===== src/rtl/uart_pkg.sv =====
// -----------------------------------------------------------------------------
// uart_pkg
// Shared definitions for the UART memory loader: receiver and loader state
// encodings plus the two command bytes that select a target region.
// -----------------------------------------------------------------------------
package uart_pkg;

    // Bit-level receiver states. R_PARITY is only entered when the design is
    // built with UART_RX_PARITY_EN defined.
    typedef enum logic [2:0] {
        R_IDLE,
        R_START,
        R_DATA,
        R_PARITY,
        R_STOP
    } rx_state_t;

    // Byte-level loader states.
    typedef enum logic [1:0] {
        L_IDLE,
        L_LEN,
        L_DATA,
        L_DONE
    } load_state_t;

    localparam logic [7:0] CMD_STR = 8'h53;  // 'S' : load string region
    localparam logic [7:0] CMD_PAT = 8'h50;  // 'P' : load pattern region

endpackage


===== src/rtl/uart_rx_core.sv =====
// -----------------------------------------------------------------------------
// uart_rx_core
// Two-flop synchronizer plus bit-level UART receiver, LSB first, 8 data bits.
// Optional even parity bit between bit 7 and stop when UART_RX_PARITY_EN is
// defined; otherwise 8N1.
//
// Ports:
//   clk        in   system clock, rising edge
//   rst        in   synchronous active-high reset
//   rx         in   asynchronous serial line, idle high
//   rx_byte    out  last correctly framed byte
//   byte_valid out  1-cycle pulse, rx_byte updated
//   err        out  1-cycle pulse on bad stop bit (or parity mismatch)
// -----------------------------------------------------------------------------
module uart_rx_core #(
    parameter int CLKS_PER_BIT = 10417
) (
    input  logic       clk,
    input  logic       rst,
    input  logic       rx,
    output logic [7:0] rx_byte,
    output logic       byte_valid,
    output logic       err
);
    import uart_pkg::*;

    localparam int HALF = CLKS_PER_BIT / 2;
    localparam int CW   = (CLKS_PER_BIT > 1) ? $clog2(CLKS_PER_BIT) : 1;

    rx_state_t   state, state_next;
    logic [CW-1:0] cnt;
    logic [2:0]  bit_idx;
    logic [7:0]  shreg;
    logic        rx_meta, rx_sync, rx_prev;
    logic        bit_tick, half_tick, parity_ok;

    assign bit_tick  = (cnt == CW'(CLKS_PER_BIT - 1));
    assign half_tick = (cnt == CW'(HALF - 1));
    assign parity_ok = ((^shreg) == rx_sync);

    // NOTE: every signal assigned in an always_comb gets a default first,
    // otherwise an unassigned path infers a latch.
    always_comb begin
        state_next = state;
        case (state)
            R_IDLE:   if (rx_prev && !rx_sync) state_next = R_START;
            // Re-check the start bit at mid-bit; a high line means a glitch.
            R_START:  if (half_tick) state_next = rx_sync ? R_IDLE : R_DATA;
            R_DATA:   if (bit_tick && bit_idx == 3'd7) begin
`ifdef UART_RX_PARITY_EN
                          state_next = R_PARITY;
`else
                          state_next = R_STOP;
`endif
                      end
            R_PARITY: if (bit_tick) state_next = parity_ok ? R_STOP : R_IDLE;
            R_STOP:   if (bit_tick) state_next = R_IDLE;
            default:  state_next = R_IDLE;
        endcase
    end

    // NOTE: sequential state uses non-blocking assignments so every flop
    // samples the pre-edge values regardless of statement order.
    always_ff @(posedge clk) begin
        if (rst) begin
            rx_meta    <= 1'b1;
            rx_sync    <= 1'b1;
            rx_prev    <= 1'b1;
            state      <= R_IDLE;
            cnt        <= '0;
            bit_idx    <= '0;
            shreg      <= '0;
            rx_byte    <= '0;
            byte_valid <= 1'b0;
            err        <= 1'b0;
        end else begin
            rx_meta    <= rx;
            rx_sync    <= rx_meta;
            rx_prev    <= rx_sync;
            state      <= state_next;
            byte_valid <= 1'b0;
            err        <= 1'b0;

            // Counter restarts on every state change and every bit boundary,
            // so after the mid-start sample all later samples fall mid-bit.
            if (state == R_IDLE || state != state_next || bit_tick)
                cnt <= '0;
            else
                cnt <= cnt + 1'b1;

            if (state == R_START)
                bit_idx <= '0;

            if (state == R_DATA && bit_tick) begin
                shreg   <= {rx_sync, shreg[7:1]};
                bit_idx <= bit_idx + 3'd1;
            end

            if (state == R_PARITY && bit_tick && !parity_ok)
                err <= 1'b1;

            if (state == R_STOP && bit_tick) begin
                if (rx_sync) begin
                    rx_byte    <= shreg;
                    byte_valid <= 1'b1;
                end else begin
                    err <= 1'b1;
                end
            end
        end
    end

endmodule


===== src/rtl/uart_mem_loader.sv =====
// -----------------------------------------------------------------------------
// uart_mem_loader
// Receives "cmd, N, byte0..byteN-1" over UART and writes each data byte to a
// word of data memory. 'S' targets the string region at STR_BASE, 'P' the
// pattern region at PAT_BASE. Byte i goes to base + 4*i as {24'b0, byte}.
// Build option: define UART_RX_PARITY_EN for 8E1 framing (default 8N1).
//
// Ports:
//   System_clk in   sole clock, rising edge
//   BTNU       in   synchronous active-high reset
//   uart_rx    in   serial line, idle high
//   mem_we     out  1-cycle write strobe
//   mem_addr   out  word-aligned byte address of the write
//   mem_wdata  out  {24'b0, received byte}
//   str_len    out  byte count of the last completed string load
//   pat_len    out  byte count of the last completed pattern load
//   busy       out  high from accepted command byte until completion
//   load_done  out  1-cycle pulse on load completion
//   frame_err  out  sticky framing/parity error, cleared only by BTNU
// -----------------------------------------------------------------------------
module uart_mem_loader #(
    parameter int          CLK_FREQ_HZ = 100_000_000,
    parameter int          BAUD        = 9600,
    parameter logic [31:0] STR_BASE    = 32'h0000_0000,
    parameter logic [31:0] PAT_BASE    = 32'h0000_0400
) (
    input  logic        System_clk,
    input  logic        BTNU,
    input  logic        uart_rx,
    output logic        mem_we,
    output logic [31:0] mem_addr,
    output logic [31:0] mem_wdata,
    output logic [7:0]  str_len,
    output logic [7:0]  pat_len,
    output logic        busy,
    output logic        load_done,
    output logic        frame_err
);
    import uart_pkg::*;

    localparam int CLKS_PER_BIT = CLK_FREQ_HZ / BAUD;

    load_state_t state, state_next;
    logic [7:0]  rx_byte;
    logic        rx_valid, rx_err;
    logic        sel_pat;
    logic [7:0]  len_n, remaining, index;
    logic [31:0] base_addr;

    uart_rx_core #(.CLKS_PER_BIT(CLKS_PER_BIT)) u_rx (
        .clk        (System_clk),
        .rst        (BTNU),
        .rx         (uart_rx),
        .rx_byte    (rx_byte),
        .byte_valid (rx_valid),
        .err        (rx_err)
    );

    assign base_addr = sel_pat ? PAT_BASE : STR_BASE;

    always_comb begin
        state_next = state;
        busy       = 1'b0;
        load_done  = 1'b0;
        case (state)
            L_IDLE: if (rx_valid && (rx_byte == CMD_STR || rx_byte == CMD_PAT))
                        state_next = L_LEN;
            L_LEN: begin
                busy = 1'b1;
                if (rx_valid) state_next = (rx_byte == 8'd0) ? L_DONE : L_DATA;
            end
            L_DATA: begin
                busy = 1'b1;
                if (rx_valid && remaining == 8'd1) state_next = L_DONE;
            end
            L_DONE: begin
                load_done  = 1'b1;
                state_next = L_IDLE;
            end
            default: state_next = L_IDLE;
        endcase
        // A bad frame abandons whatever load is in progress.
        if (rx_err) state_next = L_IDLE;
    end

    always_ff @(posedge System_clk) begin
        if (BTNU) state <= L_IDLE;
        else      state <= state_next;
    end

    always_ff @(posedge System_clk) begin
        if (BTNU) begin
            mem_we    <= 1'b0;
            mem_addr  <= '0;
            mem_wdata <= '0;
            str_len   <= '0;
            pat_len   <= '0;
            frame_err <= 1'b0;
            sel_pat   <= 1'b0;
            len_n     <= '0;
            remaining <= '0;
            index     <= '0;
        end else begin
            mem_we <= 1'b0;
            if (rx_err) frame_err <= 1'b1;

            case (state)
                L_IDLE: if (rx_valid) sel_pat <= (rx_byte == CMD_PAT);
                L_LEN: if (rx_valid) begin
                    len_n     <= rx_byte;
                    remaining <= rx_byte;
                    index     <= '0;
                end
                L_DATA: if (rx_valid) begin
                    mem_we    <= 1'b1;
                    mem_addr  <= base_addr + {22'd0, index, 2'b00};
                    mem_wdata <= {24'd0, rx_byte};
                    remaining <= remaining - 8'd1;
                    // Hold the index on the last byte so it tops out at 254.
                    if (remaining != 8'd1) index <= index + 8'd1;
                end
                L_DONE: begin
                    if (sel_pat) pat_len <= len_n;
                    else         str_len <= len_n;
                end
                default: ;
            endcase
        end
    end

endmodule


===== config.mk =====
export PLATFORM = sky130hd
export DESIGN_NAME = uart_mem_loader
export DESIGN_NICKNAME = d
export VERILOG_FILES = /design/src/rtl/uart_pkg.sv /design/src/rtl/uart_rx_core.sv /design/src/rtl/uart_mem_loader.sv
export SDC_FILE = /design/constraint.sdc
export NUM_CORES = 1
export LEC_CHECK = 0
export CAP_MARGIN = 20
export CORE_UTILIZATION = 57
export DETAILED_ROUTE_END_ITERATION = 8
export PLACE_DENSITY = 0.86
export SLEW_MARGIN = 10
export SYNTH_ARGS = -nofsm -noshare
export SYNTH_HDL_FRONTEND = slang
export SYNTH_SLANG_ARGS = --single-unit
export TNS_END_PERCENT = 50

===== constraint.sdc =====
create_clock -name System_clk -period 4.9 [get_ports System_clk]
set_input_delay 0.98 -clock System_clk [delete_from_list [all_inputs] [get_ports System_clk]]
set_output_delay 0.98 -clock System_clk [all_outputs]
set_load 0.02 [all_outputs]

After elaboration in Yosys (flattened, before gate mapping)
Index checks and enable logic that the tools add are counted.
{"block": "totals", "memories": 0, "register_bits": 126, "in_bits": 3, "output_inout_bits": 84, "mem_bits_ro": 0, "word_cells": 113, "mem_bits_rw": 0, "latchBits": 0}
{"block": "op_classes", "n_reduce_logical": 33, "muxes": 30, "n_shift": 0, "n_div": 0, "eq_ne": 21, "bitwise": 3, "multipliers": 0, "magnitude_cmp": 0, "addsub": 5}
{"op": "8-bit two-way mux", "n": 5}
{"op": "8-bit one-hot mux with 2 select lines", "n": 2}
{"op": "3-bit two-way mux", "n": 8}
{"op": "8-bit by 7-bit equality test with 1-bit output, second input constant", "n": 2}
{"op": "3-bit one-hot mux with 5 select lines", "n": 1}
{"op": "14-bit by 1-bit adder with 14-bit output, second input constant", "n": 1}
{"op": "14-bit by 13-bit equality test with 1-bit output, second input constant", "n": 1}
{"op": "14-bit equality test, second input constant", "n": 1}
{"op": "11-bit by 10-bit adder with 12-bit output", "n": 1}
{"op": "2-bit AND reduction", "n": 6}
{"op": "11-bit two-way mux", "n": 1}
{"op": "2-bit OR reduction", "n": 5}
{"op": "8-bit by 1-bit adder with 8-bit output, second input constant", "n": 1}
{"op": "8-bit by 1-bit equality test with 1-bit output, second input constant", "n": 1}
{"op": "1-bit logical AND", "n": 8}
{"op": "8-bit zero test", "n": 1}
{"op": "1-bit two-way mux", "n": 8}
{"op": "2-bit two-way mux", "n": 4}
{"op": "8-bit by 1-bit != test with 1-bit output, second input constant", "n": 1}
{"op": "2-bit one-hot mux with 4 select lines", "n": 1}
{"op": "8-bit XOR reduction", "n": 1}
{"op": "8-bit by 1-bit subtractor with 8-bit output, second input constant", "n": 1}
{"op": "3-bit by 2-bit equality test with 1-bit output, second input constant", "n": 2}
{"op": "3-bit equality test, second input constant", "n": 2}
{"op": "other kinds (16)", "n": 27}

Logic depth before layout (Yosys ltp)
Gate-level depths: netlist of run 1.
{"block": "logic_depth", "word_depth": 9, "ltp_mapped": 9, "mapped_depth_nobuf": 7}

Hierarchy
Synthesis of run 1 repeated with hierarchy kept, for this count alone.
{"block": "unflattened", "cells_unflattened": 568, "area_unflattened_um2": 4809.6}
{"mod": "uart_mem_loader", "n_inst": 1, "seq_area_each_um2": 1241.2, "cells_each": 372, "area_per_inst_um2": 3054.2}
{"mod": "uart_rx_core", "n_inst": 1, "seq_area_each_um2": 820.8, "cells_each": 196, "area_per_inst_um2": 1755.4}

Worst setup path after synthesis of run 1
No wires, ideal clock.
{"block": "synth_path", "path_type": "reg2out", "from": "register state[0]", "to": "output busy", "required_time_ns": 3.920, "n_path_buf": 0, "stages_incl_launch_ff": 3, "arrival_ns": 0.923, "path_slack_ns": 2.997, "path_cell_list": "dfxtp_1 > inv_1 > ha_1"}
{"block": "synth_via", "elab_chain_cells": 3, "elab_cells_between_ends": 4, "cone_classes": "eq/ne: 2; mux: 1; reduce/logical: 1"}
{"item": "start, declared", "line": "uart_mem_loader.sv:43", "text": "load_state_t state, state_next;"}
{"item": "start signal, assigned", "line": "uart_mem_loader.sv:88", "text": "else state <= state_next;"}
{"item": "2-bit equality test / 2-bit by 1-bit equality test with 1-bit output (equally long branches)", "line": "uart_mem_loader.sv:65", "text": "case (state)"}
{"item": "2-bit OR reduction (no source line) (*)"}
{"item": "1-bit two-way mux (*)", "line": "uart_mem_loader.sv:65"}
{"item": "end, declared", "line": "uart_mem_loader.sv:35", "text": "output logic busy,"}
Mark *: on every way between the ends. The rest lies on a longest branch, timed or not.

Worst setup path after layout of run 1
{"block": "layout_path", "from": "register state[1]", "to": "output busy"}
The elaborated chain is that of the path after synthesis.

==> results of run 1 <==
==> metal layers <==
layer  wire length, um  part of all wire  GRT usage
met1              4105              0.43     0.2718
met2              4761              0.50     0.3895
met3               406             0.043    0.04369
met4               199             0.021    0.09872
met5                 0                 0          0
==> cells by family (layout without fill, tap and decap cells) <==
group                    count (synthesis)  after routing  share of synthesized area
buffers and inverters                   86             67                     0.1119
other                                    1             47                  0.0007747
multiplexers                             9              9                    0.01861
XOR/XNOR                                27             27                    0.05169
flip-flops                             103            103                     0.4260
AND/OR/NAND/NOR                        237            237                     0.2411
adder cells (fa/ha/maj)                 11             11                    0.02843
AO/OA/AOI/OAI                          102            102                     0.1215
==> cell usage after synthesis (7+ instances only) <==
library cell  count  share of area
a21oi_1          66          0.068
buf_4            49          0.076
clkbuf_1         15          0.012
dfxtp_1         103           0.43
ha_1             11          0.028
inv_1            10         0.0078
mux2i_1           9          0.019
nand2_1         122          0.095
nand3_1          17          0.018
nand4_1           7         0.0090
nor2_1           37          0.029
nor2_4            8          0.019
nor3_1            7         0.0072
o21ai_0           9         0.0093
xnor2_1          16          0.029
xor2_1           10          0.018
==> worst max-delay path: stages, from the launching register on <==
cell and delay [ns]:
dfxtp_1 0.42, inv_1 0.11, ha_1 0.45, clkdlybuf4s50_1 0.67
==> worst paths after layout <==
| kind | depth (start not counted) | start | slack, ns | to |
|---|---|---|---|---|
| setup / recovery | 3 | state[1] | 1.91 | busy |
| hold / removal | 1 | u_rx.rx_meta | 0.43 | u_rx.rx_sync |
| setup reg to reg | 7 | state[0] | 2.20 | remaining[2] |
| hold reg to reg | 1 | u_rx.rx_meta | 0.43 | u_rx.rx_sync |
==> state kept, by name, indices dropped and copies added (netlist names), 2 cells and up <==
signal        cells
index             8
len_n             8
mem_addr          9
mem_wdata         8
pat_len           8
remaining         8
state             2
str_len           8
u_rx.bit_idx      3
u_rx.cnt         14
u_rx.rx_byte      8
u_rx.shreg        8
u_rx.state        3
==> where the power goes <==
group          internal (W)  switching [W]  total [W]
Combinational     0.0000379       0.000103   0.000141
Clock              0.000202       0.000321   0.000523
Sequential         0.000845      0.0000129   0.000858
==> layout make-up <==
class,instances,share of cell area
clock buffer,9,0.02364
multi-input combinational,433,0.4600
sequential,103,0.3936
clock inverter,7,0.01409
inverter,10,0.007165
timing repair buffer,41,0.07643
tap,105,0.02508
==> through the flow <==
step | instance area (um^2) | hold WS [ns]
after floorplan | 5014 | 0.3895
final | 5239 | 0.4289
after CTS | 5231 | 0.4319
after detailed placement | 5034 | 0.4094
after global routing | 5239 | 0.4424
after global placement | 5034 | 0.3959
==> flow_summary.ini, run 1 <==
[outcome]
outcome = completed

[drt]
first_pass_iters = 5
drtAntennaViolNets = 0
drt_wl_total_um = 9472
drc = 0
vias_per_cell = 5.362
dr.first_iter.drc_count = 204
wl_per_cell_um = 13.38
vias = 3796

[clock_tree]
post_cts_buffers = 0
cts.clk_slew.worst_paths_ns = 0.11
numCtsBuffers = 9
ctsRootBufferMaster = clkbuf_8
cts_buffer_depth = 2
cts.sinks = 103
clk_latency_ns = 0.38
htree_num_levels = 3
cts_tree = built
ctsResizeCount = 0
cts-hold-fix-buffers = 0

[sta]
fin_crit_ns = 2.991
finalSetupViolCount = 0
worstMarginPinSlew_ns = 0.9987
final-hold-violation-count = 0
tns_ns = 0
drv_slew = 0
fmax_mhz = 334.3
finClkSkew_ns = 0.01805
rsz0062_at_grt = no
setup_ws_ns = 1.909
maxSlewHeadroom = 0.3342
post-route-period-util = 0.6105

[floorplan]
placementRows = 33
die_h_um = 94.16
core_area_um2 = 8217
start_util = 0.5892
die_w_um = 94.16
boundaryPins = 87
die_area_um2 = 8865

[final_layout]
final_cell_mix = nand2_1, dfxtp_1, a21oi_1
fillers = 710
ff_latch_area_um2 = 2062
num_antenna_cells = 0
final_common_cell = nand2_1
post-route-util = 0.6376
final_cells = 708
areaGrowthSynthToFinish_pct = 8.219
drive_above_1_share = 0.07131
final_nets = 612
multi_input_area_um2 = 2410

[logic_synthesis]
ys_ff_latch = 103
synth_cell_types = 61
yosys_warnings = 0
ys_async_sr_fraction = 0
synth.cell_area_um2 = 4841
syn-instance-count = 576
ys_seq_area_frac = 0.4259
synthFlopType = dfxtp_1
avgSynthCellArea_um2 = 8.404
synth_enable_flop_cells = 0

[placement]
dp_cells = 691
io_buffers = 39
hpwlAfterDp_um = 6601
dp_slack_ns = 2.251
gp_congestion = 0.8342

[power_and_ir_drop]
p_leak_nw = 1.849
power_w = 0.001521
ir_drop_uv = 139.2
power_density_nw_per_um2 = 290.4

[job]
drv_cap = 0

[critical_path]
arrival_ns = 2.01
crit_fanout = 8
required_ns = 3.92
start_kind = flop
cp-end-kind = output pin
criticalPathCategory = flop to output pin

[hold_path]
hp-class = flop to flop

[grt]
grt_pass1_vias = 3501
gr-usage-all-layers = 0.2263
grt_overflow_total = 0
grt_pass1_wl_um = 15850
antenna_found_initial = 0
grt_max_degree = 84
Power figures use the tool's default switching activity.
==> run 2, diff against run 1 <==
Settings changed: CORE_UTILIZATION 57 to 53, PLACE_DENSITY 0.86 to 0.8.
Clock period 4.9 ns to 2.8 ns, I/O delays scaled along.
==> run 2 against run 1 <==
  * Global-route usage down 2.9 points
  * Largest cell class unchanged
  * Setup slack lost 1.7 ns
  * Register-to-register slack lost 1.6 ns
  * Worst hold slack barely moved
  * Final cell count grew 0.85%
  * Sequential share of layout area shrank 0.17 points
  * Routed wire length fell by 5.9%
  * Critical path type unchanged
  * Combinational power rose by 72%
  * Critical path depth unchanged
  * Clock-buffer cell count did not move
  * First-iteration DRC count shrank 21%
==> flow_summary.ini, run 2 (synthesis gave the netlist of run 1 again) <==
[drt]
vias_per_cell = 5.254
dr.first_iter.drc_count = 161
drc = 0
vias = 3751
wl_per_cell_um = 12.48
drt_wl_total_um = 8911
first_pass_iters = 5
drtAntennaViolNets = 0

[clock_tree]
cts_buffer_depth = 2
post_cts_buffers = 0
htree_num_levels = 3
cts-hold-fix-buffers = 0
ctsRootBufferMaster = clkbuf_8
numCtsBuffers = 9
cts_tree = built
ctsResizeCount = 0
cts.sinks = 103
clk_latency_ns = 0.37
cts.clk_slew.worst_paths_ns = 0.10

[critical_path]
arrival_ns = 1.99
criticalPathCategory = flop to output pin
crit_fanout = 8
start_kind = flop
required_ns = 2.24
cp-end-kind = output pin

[grt]
gr-usage-all-layers = 0.1974
grt_pass1_vias = 3447
grt_pass1_wl_um = 15680
grt_max_degree = 84
grt_overflow_total = 0
antenna_found_initial = 0

[sta]
tns_ns = 0
post-route-period-util = 0.9124
maxSlewHeadroom = 0.4457
finalSetupViolCount = 0
fmax_mhz = 391.4
drv_slew = 0
rsz0062_at_grt = no
worstMarginPinSlew_ns = 0.8314
fin_crit_ns = 2.555
finClkSkew_ns = 0.01389
final-hold-violation-count = 0

[job]
drv_cap = 0

[floorplan]
die_h_um = 97.57
core_area_um2 = 8763
start_util = 0.5524
die_w_um = 97.57
boundaryPins = 87
die_area_um2 = 9520
placementRows = 34

[final_layout]
top_register = u_rx.cnt
largest_reg_flops = 14
num_antenna_cells = 0
reg_top3 = u_rx.cnt: 14 flops, mem_addr: 9 flops
final_common_cell = nand2_1
areaGrowthSynthToFinish_pct = 8.684
drive_above_1_share = 0.07591
final_cell_mix = nand2_1, dfxtp_1, a21oi_1
final_nets = 615

[power_and_ir_drop]
ir_drop_uv = 286.0
power_w = 0.002650
power_density_nw_per_um2 = 503.6
p_leak_nw = 1.859

[placement]
hpwlAfterDp_um = 6256
io_buffers = 39
gp_congestion = 0.7971

[hold_path]
hp-class = flop to flop

[outcome]
outcome = completed
==> run 2: changes by cell type in the layout (fill, tap and decap cells not counted), sizes merged <==
cell	before	now
buf	3	6
clkinv	3	2
clkinvlp	0	1
==> run 2: layer usage <==
metal	vias up	track usage	wire length, um
met5	-	0	0
met2	95	0.3265	4276
met3	13	0.03597	365
met4	0	0.06222	105
li1	1898	-	-
met1	1745	0.2609	4163
==> run 2: stage by stage <==
step	util	cells	hold WS [ns]	area, um^2	setup WS [ns]
floorplan	-	622	0.3895	5014	1.049
global placement	0.5782	698	0.4003	5067	0.7225
detailed placement	0.5782	698	0.4093	5067	0.6457
CTS	0.6004	714	0.4340	5261	0.2349
global route	0.6004	714	0.4487	5261	0.1237
finish	0.6004	714	0.4292	5261	0.2454
==> run 2: layout make-up <==
cell class / count / area (um^2)
Tap cell: 108 / 135.1
Multi-Input combinational cell: 433 / 2410
Fill cell: 766 / 3502
Clock inverter: 7 / 70.07
Sequential cell: 103 / 2062
Timing Repair Buffer: 44 / 422.9
Inverter: 10 / 37.54
Clock buffer: 9 / 123.9
==> run 2: path summary, 6_finish.rpt <==
path                start           end  slack [ns]  cells after the start
min          u_rx.rx_meta  u_rx.rx_sync        0.43                      1
max              state[1]          busy        0.25                      3
min reg2reg  u_rx.rx_meta  u_rx.rx_sync        0.43                      1
max reg2reg      state[0]   mem_addr[6]        0.60                      7
==> run 2: where the power goes <==
group	internal, W	leakage, nW	total (W)	switching (W)
clock	0.000351	0.0973	0.000907	0.000555
combinational	0.0000661	0.932	0.000242	0.000176
sequential	0.00148	0.830	0.00150	0.0000218
==> run 2: worst max-delay path, cell delays in order, from the launching register on <==
cell,delay (ns)
dfxtp_1,0.41
inv_1,0.11
ha_1,0.44
clkdlybuf4s50_1,0.68
